### config.mk
export PLATFORM = sky130hd
export DESIGN_NAME = sc_out_port_display_flat
export DESIGN_NICKNAME = d
export VERILOG_FILES = /design/src/rtl/sc_out_port_display_if.sv /design/src/rtl/sc_out_port_display.sv /design/src/flat_wrapper.sv
export SDC_FILE = /design/constraint.sdc
export NUM_CORES = 1
export LEC_CHECK = 0
export ABC_CLOCK_PERIOD_IN_PS = 3200
export CORE_AREA = 2 2 173 175
export CTS_CLUSTER_SIZE = 40
export DETAILED_ROUTE_END_ITERATION = 6
export DIE_AREA = 0 0 175 177
export HOLD_SLACK_MARGIN = 0.08
export PLACE_DENSITY_LB_ADDON = 0.25
export RECOVER_POWER = 25
export SLEW_MARGIN = 5
export SYNTH_ARGS = -nofsm -noshare
export SYNTH_HDL_FRONTEND = slang
export SYNTH_SLANG_ARGS = --single-unit
export TNS_END_PERCENT = 1
### constraint.sdc
create_clock -name clock -period 3.2 [get_ports clock]
set_clock_uncertainty 0.2 [all_clocks]
set_input_delay 0.64 -clock clock [delete_from_list [all_inputs] [get_ports clock]]
set_output_delay 0.64 -clock clock [all_outputs]
set_load 0.02 [all_outputs]
### src/rtl/sc_out_port_display_if.sv
// Bundle of the value/display signals of one out-port display.
// Handshake: update is a one-cycle strobe, high in the single cycle in which
// overflow/hex0..hex5 first present a new conversion result; those outputs
// hold steady until the next strobe. busy is high while a conversion is
// pending and in_value changes during that time are not captured.
interface sc_out_port_display_if;
    logic [31:0] in_value;
    logic [6:0]  hex0;
    logic [6:0]  hex1;
    logic [6:0]  hex2;
    logic [6:0]  hex3;
    logic [6:0]  hex4;
    logic [6:0]  hex5;
    logic        busy;
    logic        update;
    logic        overflow;
    logic [1:0]  dbg_state;

    // Producer side: supplies the port value, observes the display
    modport master (
        output in_value,
        input  hex0, hex1, hex2, hex3, hex4, hex5,
        input  busy, update, overflow, dbg_state
    );

    // Display side
    modport slave (
        input  in_value,
        output hex0, hex1, hex2, hex3, hex4, hex5,
        output busy, update, overflow, dbg_state
    );
endinterface

### src/rtl/sc_out_port_display.sv
// Six-digit 7-segment display of a 32-bit CPU out-port value.
// A sequential double-dabble engine converts one bit per clock, and runs
// only when the port value differs from the last value converted.
module sc_out_port_display #(
    parameter bit BLANK_LEADING = 1'b1
) (
    input  logic                  clock,
    input  logic                  resetn,
    sc_out_port_display_if.slave  port
);

    localparam logic [6:0] SEG_DASH  = 7'b0111111;
    localparam logic [6:0] SEG_BLANK = 7'b1111111;
    localparam logic [6:0] SEG_ZERO  = 7'b1000000;
    // Value shown on hex1..hex5 while nothing has been converted yet
    localparam logic [6:0] SEG_RST_HI = BLANK_LEADING ? SEG_BLANK : SEG_ZERO;

    typedef enum logic [1:0] {
        IDLE  = 2'd0,
        SHIFT = 2'd1,
        DONE  = 2'd2
    } state_t;

    state_t           state_q;
    logic [31:0]      last_value_q;
    logic [31:0]      shift_q;
    logic [39:0]      bcd_q;
    logic [4:0]       cnt_q;
    logic [5:0][6:0]  hex_q;
    logic             overflow_q;
    logic             busy_q;
    logic             update_q;

    logic [39:0]      bcd_adj_d;
    logic [5:0][6:0]  hex_d;
    logic             overflow_d;

    function automatic logic [6:0] seg7(input logic [3:0] d);
        case (d)
            4'd0:    seg7 = 7'b1000000;
            4'd1:    seg7 = 7'b1111001;
            4'd2:    seg7 = 7'b0100100;
            4'd3:    seg7 = 7'b0110000;
            4'd4:    seg7 = 7'b0011001;
            4'd5:    seg7 = 7'b0010010;
            4'd6:    seg7 = 7'b0000010;
            4'd7:    seg7 = 7'b1111000;
            4'd8:    seg7 = 7'b0000000;
            4'd9:    seg7 = 7'b0010000;
            default: seg7 = SEG_DASH;
        endcase
    endfunction

    // Double-dabble correction: every BCD digit >= 5 gets +3 before the shift
    always_comb begin
        bcd_adj_d = bcd_q;
        for (int i = 0; i < 10; i++) begin
            if (bcd_q[i*4 +: 4] >= 4'd5) begin
                bcd_adj_d[i*4 +: 4] = bcd_q[i*4 +: 4] + 4'd3;
            end
        end
    end

    // Segment codes for the finished result, with leading-zero blanking
    // scanning down from digit 5; hex0 always shows its digit.
    always_comb begin
        logic lead;
        lead       = 1'b1;
        hex_d      = '0;
        overflow_d = |bcd_q[39:24];
        for (int i = 5; i >= 1; i--) begin
            if (bcd_q[i*4 +: 4] != 4'd0) begin
                lead = 1'b0;
            end
            hex_d[i] = (lead && BLANK_LEADING) ? SEG_BLANK : seg7(bcd_q[i*4 +: 4]);
        end
        hex_d[0] = seg7(bcd_q[3:0]);
        if (overflow_d) begin
            hex_d = {6{SEG_DASH}};
        end
    end

    // Conversion FSM with registered display outputs
    always_ff @(posedge clock or negedge resetn) begin
        if (!resetn) begin
            state_q      <= IDLE;
            last_value_q <= '0;
            shift_q      <= '0;
            bcd_q        <= '0;
            cnt_q        <= '0;
            hex_q        <= {{5{SEG_RST_HI}}, SEG_ZERO};
            overflow_q   <= 1'b0;
            busy_q       <= 1'b0;
            update_q     <= 1'b0;
        end else begin
            update_q <= 1'b0;
            case (state_q)
                IDLE: begin
                    if (port.in_value != last_value_q) begin
                        shift_q      <= port.in_value;
                        last_value_q <= port.in_value;
                        bcd_q        <= '0;
                        cnt_q        <= '0;
                        busy_q       <= 1'b1;
                        state_q      <= SHIFT;
                    end
                end
                SHIFT: begin
                    {bcd_q, shift_q} <= {bcd_adj_d[38:0], shift_q, 1'b0};
                    cnt_q            <= cnt_q + 5'd1;
                    if (cnt_q == 5'd31) begin
                        state_q <= DONE;
                    end
                end
                DONE: begin
                    hex_q      <= hex_d;
                    overflow_q <= overflow_d;
                    update_q   <= 1'b1;
                    busy_q     <= 1'b0;
                    state_q    <= IDLE;
                end
                default: begin
                    state_q <= IDLE;
                end
            endcase
        end
    end

    assign port.hex0      = hex_q[0];
    assign port.hex1      = hex_q[1];
    assign port.hex2      = hex_q[2];
    assign port.hex3      = hex_q[3];
    assign port.hex4      = hex_q[4];
    assign port.hex5      = hex_q[5];
    assign port.overflow  = overflow_q;
    assign port.busy      = busy_q;
    assign port.update    = update_q;
    assign port.dbg_state = state_q;

endmodule

### src/flat_wrapper.sv
// flat-port wrapper written by rule: the top's interface ports become plain ports
module sc_out_port_display_flat 
#(
    parameter bit BLANK_LEADING = 1'b1
)
  (clock, resetn, port_in_value, port_hex0, port_hex1, port_hex2, port_hex3, port_hex4, port_hex5, port_busy, port_update, port_overflow, port_dbg_state);
  sc_out_port_display_if port_i ();
  input  logic clock;
  input  logic resetn;
  input wire logic [$bits(port_i.in_value)-1:0] port_in_value;
  output wire logic [$bits(port_i.hex0)-1:0] port_hex0;
  output wire logic [$bits(port_i.hex1)-1:0] port_hex1;
  output wire logic [$bits(port_i.hex2)-1:0] port_hex2;
  output wire logic [$bits(port_i.hex3)-1:0] port_hex3;
  output wire logic [$bits(port_i.hex4)-1:0] port_hex4;
  output wire logic [$bits(port_i.hex5)-1:0] port_hex5;
  output wire logic [$bits(port_i.busy)-1:0] port_busy;
  output wire logic [$bits(port_i.update)-1:0] port_update;
  output wire logic [$bits(port_i.overflow)-1:0] port_overflow;
  output wire logic [$bits(port_i.dbg_state)-1:0] port_dbg_state;
  assign port_i.in_value = port_in_value;
  assign port_hex0 = port_i.hex0;
  assign port_hex1 = port_i.hex1;
  assign port_hex2 = port_i.hex2;
  assign port_hex3 = port_i.hex3;
  assign port_hex4 = port_i.hex4;
  assign port_hex5 = port_i.hex5;
  assign port_busy = port_i.busy;
  assign port_update = port_i.update;
  assign port_overflow = port_i.overflow;
  assign port_dbg_state = port_i.dbg_state;
  sc_out_port_display #(.BLANK_LEADING(BLANK_LEADING)) u_core (.clock(clock), .resetn(resetn), .port(port_i));
endmodule
==> results_dict.tcl, run 1 <==
set metrics [dict create \
    num_rows 63 \
    path_cells "clkdlybuf4s50_1 > xor2_1 > nor4_1 > buf_4 > and4_1 > a31oi_2 > o22ai_1" \
    ioPinCount 81 \
    clock_path_buffers 2 \
    grt_max_degree 58 \
    diodes 0 \
    drtAntennaViolNets 0 \
    arrival_ns 2.77 \
    power.density_nw_per_um2 664 \
    synth_top_flop_cell "dfrtp_1" \
    syn_to_final_growth_pct 21.8 \
    yosysSeqAreaShare_pct 45.9 \
    final_cell_area_um2 10500 \
    layout-drive-gt1-share_pct 10.5 \
    place_inst 1379 \
    rsz0062_at_grt "no" \
    route.met2.wl_mm 10.1 \
    period_minus_slack_ns 2.71 \
    wl_met3_um 747 \
    grt_usage_pct 14.5 \
    yosysUniqueCellTypes 52 \
    die_y_um 177 \
    initial_core_util_pct 29.4 \
    core_area_um2 29200 \
    cp.required_ns 3.26 \
    drtPass1Iterations 5 \
    vias_per_cell 4.99 \
    endpoint_kind "flop" \
    path_clk_slew_ns 0.07 \
    routed.top_layer "met4" \
    cap_violations 0 \
    final_nets 1087 \
    n_fill_cell 2978 \
    die_x_um 175 \
    hp-class "flop to flop" \
    finalNonFillerCells 1412 \
    worstReg2RegStart "u_core.bcd_q[28]" \
    fin_crit_sh_pct 84.5 \
    syn-instance-count 942 \
    syn_nets 1020 \
    numPortBuffers 80 \
    timing.final.max_slew_violations 0 \
    clock-sinks 156 \
    max_freq_mhz 370 \
    cpMaxStageDelayCell "a31oi_2" \
    crit_start "port_in_value[3]" \
    cts_tree "done" \
    tightest_slew_ns 1.30 \
    grt.overflow.total 0 \
    h-tree-depth 4 \
    gp_congestion 0.774 \
    drt_iter0_drc 357 \
    clk_latency_ns 0.44 \
    p_leak_nw 4.42 \
    dpl_cell_area_um2 9880 \
    start_kind "primary input" \
    cts_inserted_buffers 17 \
    worstSetupPathType "primary input to flop" \
    hold_start "u_core.port.hex3[6]" \
    relSlewSlack_pct 13.1 \
    dieArea_um2 31000 \
    dp_hpwl_mm 14.8 \
    path_max_fanout 10 \
    antenna_found_initial 0 \
    async_flop_share_pct 100 \
    wire_per_inst_um 15.6 \
    root_buffer "clkbuf_16" \
    ys_seq_elements 156 \
    grt_pass1_wl_mm 36.2 \
    avgSynthCellArea_um2 9.12 \
    grt_pass1_vias 6834 \
    finalHoldViolations 0 \
    yosysWarningCount 0 \
    vdd_ir_drop_max_mv 0.251 \
    setup-tns-final_ns 0 \
    synth_enable_flop_cells 0 \
    critPathMaxStageDelay_ns 0.57 \
    status "finished clean" \
    drc 0 \
    vias 7046 \
    finalSetupViolCount 0 \
    wl_met1_mm 10.9 \
    routed_wl_mm 22.0 \
    syn_area_um2 8590 \
]
[final cells by class]
type / count / area [µm²] / share of cell area [%]
Tap cell: 390 / 488 / 4.66
Sequential cell: 156 / 3950 / 37.7
Clock buffer: 17 / 425 / 4.06
Timing Repair Buffer: 110 / 1060 / 10.1
Inverter: 68 / 255 / 2.44
Multi-Input combinational cell: 656 / 4120 / 39.3
Clock inverter: 15 / 171 / 1.64
[path summary, 6_finish.rpt]
path                            cells past startpoint                      end  slack (ns)
worst max-delay path                                7          u_core.bcd_q[4]        0.49
worst min-delay path                                2      u_core.port.hex3[6]        0.26
worst min register to register                      2      u_core.port.hex3[6]        0.26
max in group asynchronous                           3         u_core.bcd_q[27]        0.58
min in group asynchronous                           2  u_core.last_value_q[27]        0.83
worst max register to register                      7      u_core.port.hex3[0]        0.50
[critical path: cells and delay by family]
kind / cells / cell delay (ns)
buf+inv: 2 / 0.66
simple gates: 2 / 0.38
compound gates: 2 / 0.72
xor+xnor: 1 / 0.36
[registers in the layout (all words and copies together), names as in the netlist, 2 cells and up]
register,cells
u_core.bcd_q,40
u_core.last_value_q,32
u_core.shift_q,32
u_core.port.hex0,7
u_core.port.hex1,7
u_core.port.hex2,7
u_core.port.hex3,7
u_core.port.hex4,7
u_core.port.hex5,7
u_core.cnt_q,5
u_core.port.dbg_state,2
[synthesized netlist by cell type, drive strengths merged, types with 12 or more instances]
cell type / number / area (µm²)
a21oi: 55 / 275
a22oi: 31 / 233
a31oi: 19 / 125
buf: 20 / 124
clkbuf: 42 / 158
dfrtp: 120 / 3000
dfstp: 36 / 946
ha: 44 / 551
inv: 66 / 248
nand2: 84 / 315
nand2b: 13 / 81.3
nand3: 40 / 200
nand4: 33 / 206
nor2: 66 / 248
o211ai: 32 / 240
o21ai: 88 / 440
o22ai: 30 / 188
xnor2: 12 / 105
xor2: 35 / 307
[cells in the final DEF (no fill, tap or decap), types with 36 or more instances in the layout]
| master | synthesis | routed |
|---|---|---|
| a21oi_1 | 55 | 55 |
| clkdlybuf4s50_1 | 0 | 79 |
| dfrtp_1 | 120 | 120 |
| dfstp_2 | 36 | 36 |
| ha_1 | 44 | 44 |
| inv_1 | 66 | 66 |
| nand2_1 | 84 | 84 |
| nand3_1 | 40 | 40 |
| nor2_1 | 66 | 64 |
| o21ai_0 | 46 | 46 |
| o21ai_1 | 42 | 42 |
[stage by stage]
step / setup slack [ns] / utilization, % / total power [W] / hold slack, ns
after floorplan: 1.04 / - / 0.00417 / 0.144
after global placement: 0.0525 / 33.8 / 0.00488 / 0.249
after detailed placement: 0.0718 / 33.8 / 0.00490 / 0.253
after CTS: 0.519 / 35.9 / 0.00703 / 0.264
after global routing: 0.253 / 35.8 / 0.00744 / 0.283
final: 0.495 / 35.8 / 0.00695 / 0.260
[timing repair]
item,CTS,global route
buffers inserted,0,0
gates resized for setup,0,0
hold buffers,1,0
endpoints found under the hold margin,39,0
[cells by family (layout without fill, tap and decap cells)]
| logic type | after synthesis | after routing | synth area share (%) |
|---|---|---|---|
| flops | 156 | 156 | 45.9 |
| fa+ha+maj | 44 | 44 | 6.41 |
| compound gates | 280 | 280 | 20.2 |
| mux | 3 | 3 | 0.364 |
| xor+xnor | 47 | 47 | 4.79 |
| simple gates | 282 | 282 | 16.0 |
| buf+inv | 130 | 210 | 6.25 |
[layer usage]
layer / track usage, % / vias up
met5: 0 / -
met4: 4.62 / 0
met3: 2.19 / 23
met2: 23.4 / 139
met1: 20.1 / 3401
li1: - / 3483
[power breakdown]
part	internal, W	total (W)	leakage [nW]	switching, W
combinational	0.000945	0.00220	2.27	0.00125
clock	0.00112	0.00209	0.294	0.000975
sequential	0.00229	0.00266	1.86	0.000368
total	0.00435	0.00695	4.42	0.00260
Note: power is estimated with default switching activity, not from simulation.
==> run 2: changes to the inputs <==
ABC_CLOCK_PERIOD_IN_PS = 2490   (was 3200)
clock period = 2.49 ns   (was 3.2 ns; I/O delays follow)
==> results_dict.tcl, run 2 (synthesis gave the netlist of run 1 again) <==
set metrics [dict create \
    status "finished clean" \
    die_x_um 175 \
    num_rows 63 \
    worstSetupPathType "primary input to flop" \
    root_buffer "clkbuf_16" \
    tightest_slew_ns 1.28 \
    core_area_um2 29200 \
    h-tree-depth 4 \
    grt_pass1_vias 6973 \
    cpMaxStageDelayCell "clkdlybuf4s50_1" \
    rr_worst_depth 8 \
    arrival_ns 2.53 \
    syn_to_final_growth_pct 25.8 \
    p_leak_nw 4.61 \
    clk_latency_ns 0.44 \
    finalHoldViolations 0 \
    drt_iter0_drc 463 \
    largest_reg_flops 40 \
    hold_depth 2 \
    cp_num_buf_inv 2 \
    mostFrequentLayoutCells "120 x dfrtp_1, 84 x nand2_1, 79 x clkdlybuf4s50_1" \
    final_common_cell "dfrtp_1" \
    routed_wl_mm 22.8 \
    endpoint_kind "flop" \
    grt_max_degree 46 \
    antenna_found_initial 0 \
    initial_core_util_pct 29.4 \
    top_regs "u_core.bcd_q (40), u_core.last_value_q (32), u_core.shift_q (32)" \
    hold_start "u_core.port.hex3[6]" \
    path_cells "clkdlybuf4s50_1 > xor2_1 > nor4_1 > buf_4 > and4_2 > a21boi_4 > mux2_1" \
    cts_inserted_buffers 17 \
    period_minus_slack_ns 2.42 \
    hp-class "flop to flop" \
    worstReg2RegStart "u_core.bcd_q[32]" \
    die_y_um 177 \
    drtAntennaViolNets 0 \
    path_delay_family "buffers and inverters" \
    grt.overflow.total 0 \
    timing.final.max_slew_violations 0 \
    path_max_fanout 6 \
    relSlewSlack_pct 14.6 \
    start_kind "primary input" \
    critPathMaxStageDelay_ns 0.51 \
    vias 7192 \
    max_freq_mhz 413 \
    dp_hpwl_mm 16.1 \
    finalSetupViolCount 0 \
    clock-sinks 156 \
    cp.required_ns 2.60 \
    power.density_nw_per_um2 858 \
    grt_pass1_wl_mm 38.0 \
    vdd_ir_drop_max_mv 0.449 \
    rrSetupSlack_ns 0.20 \
    cap_violations 0 \
    dieArea_um2 31000 \
    r2r_end "u_core.port.hex3[5]" \
    gp_congestion 0.800 \
    final_nets 1119 \
    clock_path_buffers 2 \
    regMostFlops "u_core.bcd_q" \
    ioPinCount 81 \
    vias_per_cell 4.98 \
    wire_per_inst_um 15.8 \
    diodes 0 \
    drtPass1Iterations 5 \
    place_inst 1411 \
    setup-tns-final_ns 0 \
    cts_tree "done" \
    numPortBuffers 80 \
    layout-drive-gt1-share_pct 13.7 \
    path_clk_slew_ns 0.07 \
    grt_usage_pct 15.3 \
    drc 0 \
    fin_crit_sh_pct 97.2 \
    finalNonFillerCells 1444 \
    hold_end "u_core.port.hex3[6]" \
]
run 2: worst register-to-register path, delay by kind of cell, from the launching register on:
family          cells  cell delay [ns]
buf+inv             2             0.30
flops               1             0.40
fa+ha+maj           1             0.16
simple gates        4             1.05
compound gates      1             0.10
run 2: layout make-up:
class,count,area (µm²)
repair buffers,142,1340
fillers,2982,18400
well taps,390,488
clock inverters,15,198
flip-flops and latches,156,3950
inverters,68,255
clock buffers,17,425
multi-input cells,656,4160
run 2: how the worst max path moves through the flow:
| stage | from | slack, ns | to | depth (start not counted) |
|---|---|---|---|---|
| 4_1_cts | u_core.bcd_q[24] | 0.01 | u_core.port.hex3[2] | 9 |
| 2_1_floorplan | u_core.bcd_q[16] | 0.44 | u_core.port.hex1[0] | 7 |
| 3_3_place_gp | port_in_value[21] | -0.47 | u_core.shift_q[25] | 7 |
| 6_report | port_in_value[3] | 0.07 | u_core.last_value_q[0] | 7 |
| 5_1_grt | u_core.bcd_q[24] | -0.004 | u_core.port.hex3[2] | 9 |
| 3_5_place_dp | port_in_value[8] | -0.46 | u_core.last_value_q[15] | 7 |
run 2: layer usage:
layer	vias to the layer above	wire [µm]	track usage [%]
met5	-	0	0
met3	18	875	2.51
met2	166	10300	23.6
met4	0	245	3.68
met1	3460	11400	22.2
li1	3548	-	-
run 2: metrics by stage:
| step | hold WS, ns | util (%) | worst slack, ns | power (W) | area [µm²] |
|---|---|---|---|---|---|
| finish | 0.255 | 37.0 | 0.0706 | 0.00927 | 10800 |
| global placement | 0.251 | 34.7 | -0.471 | 0.00651 | 10100 |
| CTS | 0.260 | 36.9 | 0.0139 | 0.00937 | 10800 |
| global route | 0.286 | 37.0 | -0.00425 | 0.00995 | 10800 |
| floorplan | 0.00241 | - | 0.436 | 0.00536 | 8590 |
| detailed placement | 0.249 | 34.7 | -0.461 | 0.00654 | 10100 |
run 2: report_power, final:
group          switching (W)  total [W]  internal [W]
Combinational        0.00182    0.00320       0.00138
Clock                0.00123    0.00277       0.00154
Sequential          0.000362    0.00331       0.00295
Total                0.00342    0.00927       0.00586
run 2: repair_timing:
action | CTS | global route
resized for setup | 1 | 7
endpoints found under the setup margin | 2 | 34
setup buffers | 0 | 0
endpoints found under the hold margin | 36 | 0
hold buffers | 1 | 0
==> run 3: changes to the inputs <==
HOLD_SLACK_MARGIN = 0.15   (was 0.08)
==> results of run 3 <==
Same layout as run 2: the final DEF is identical, and so are final timing and power.
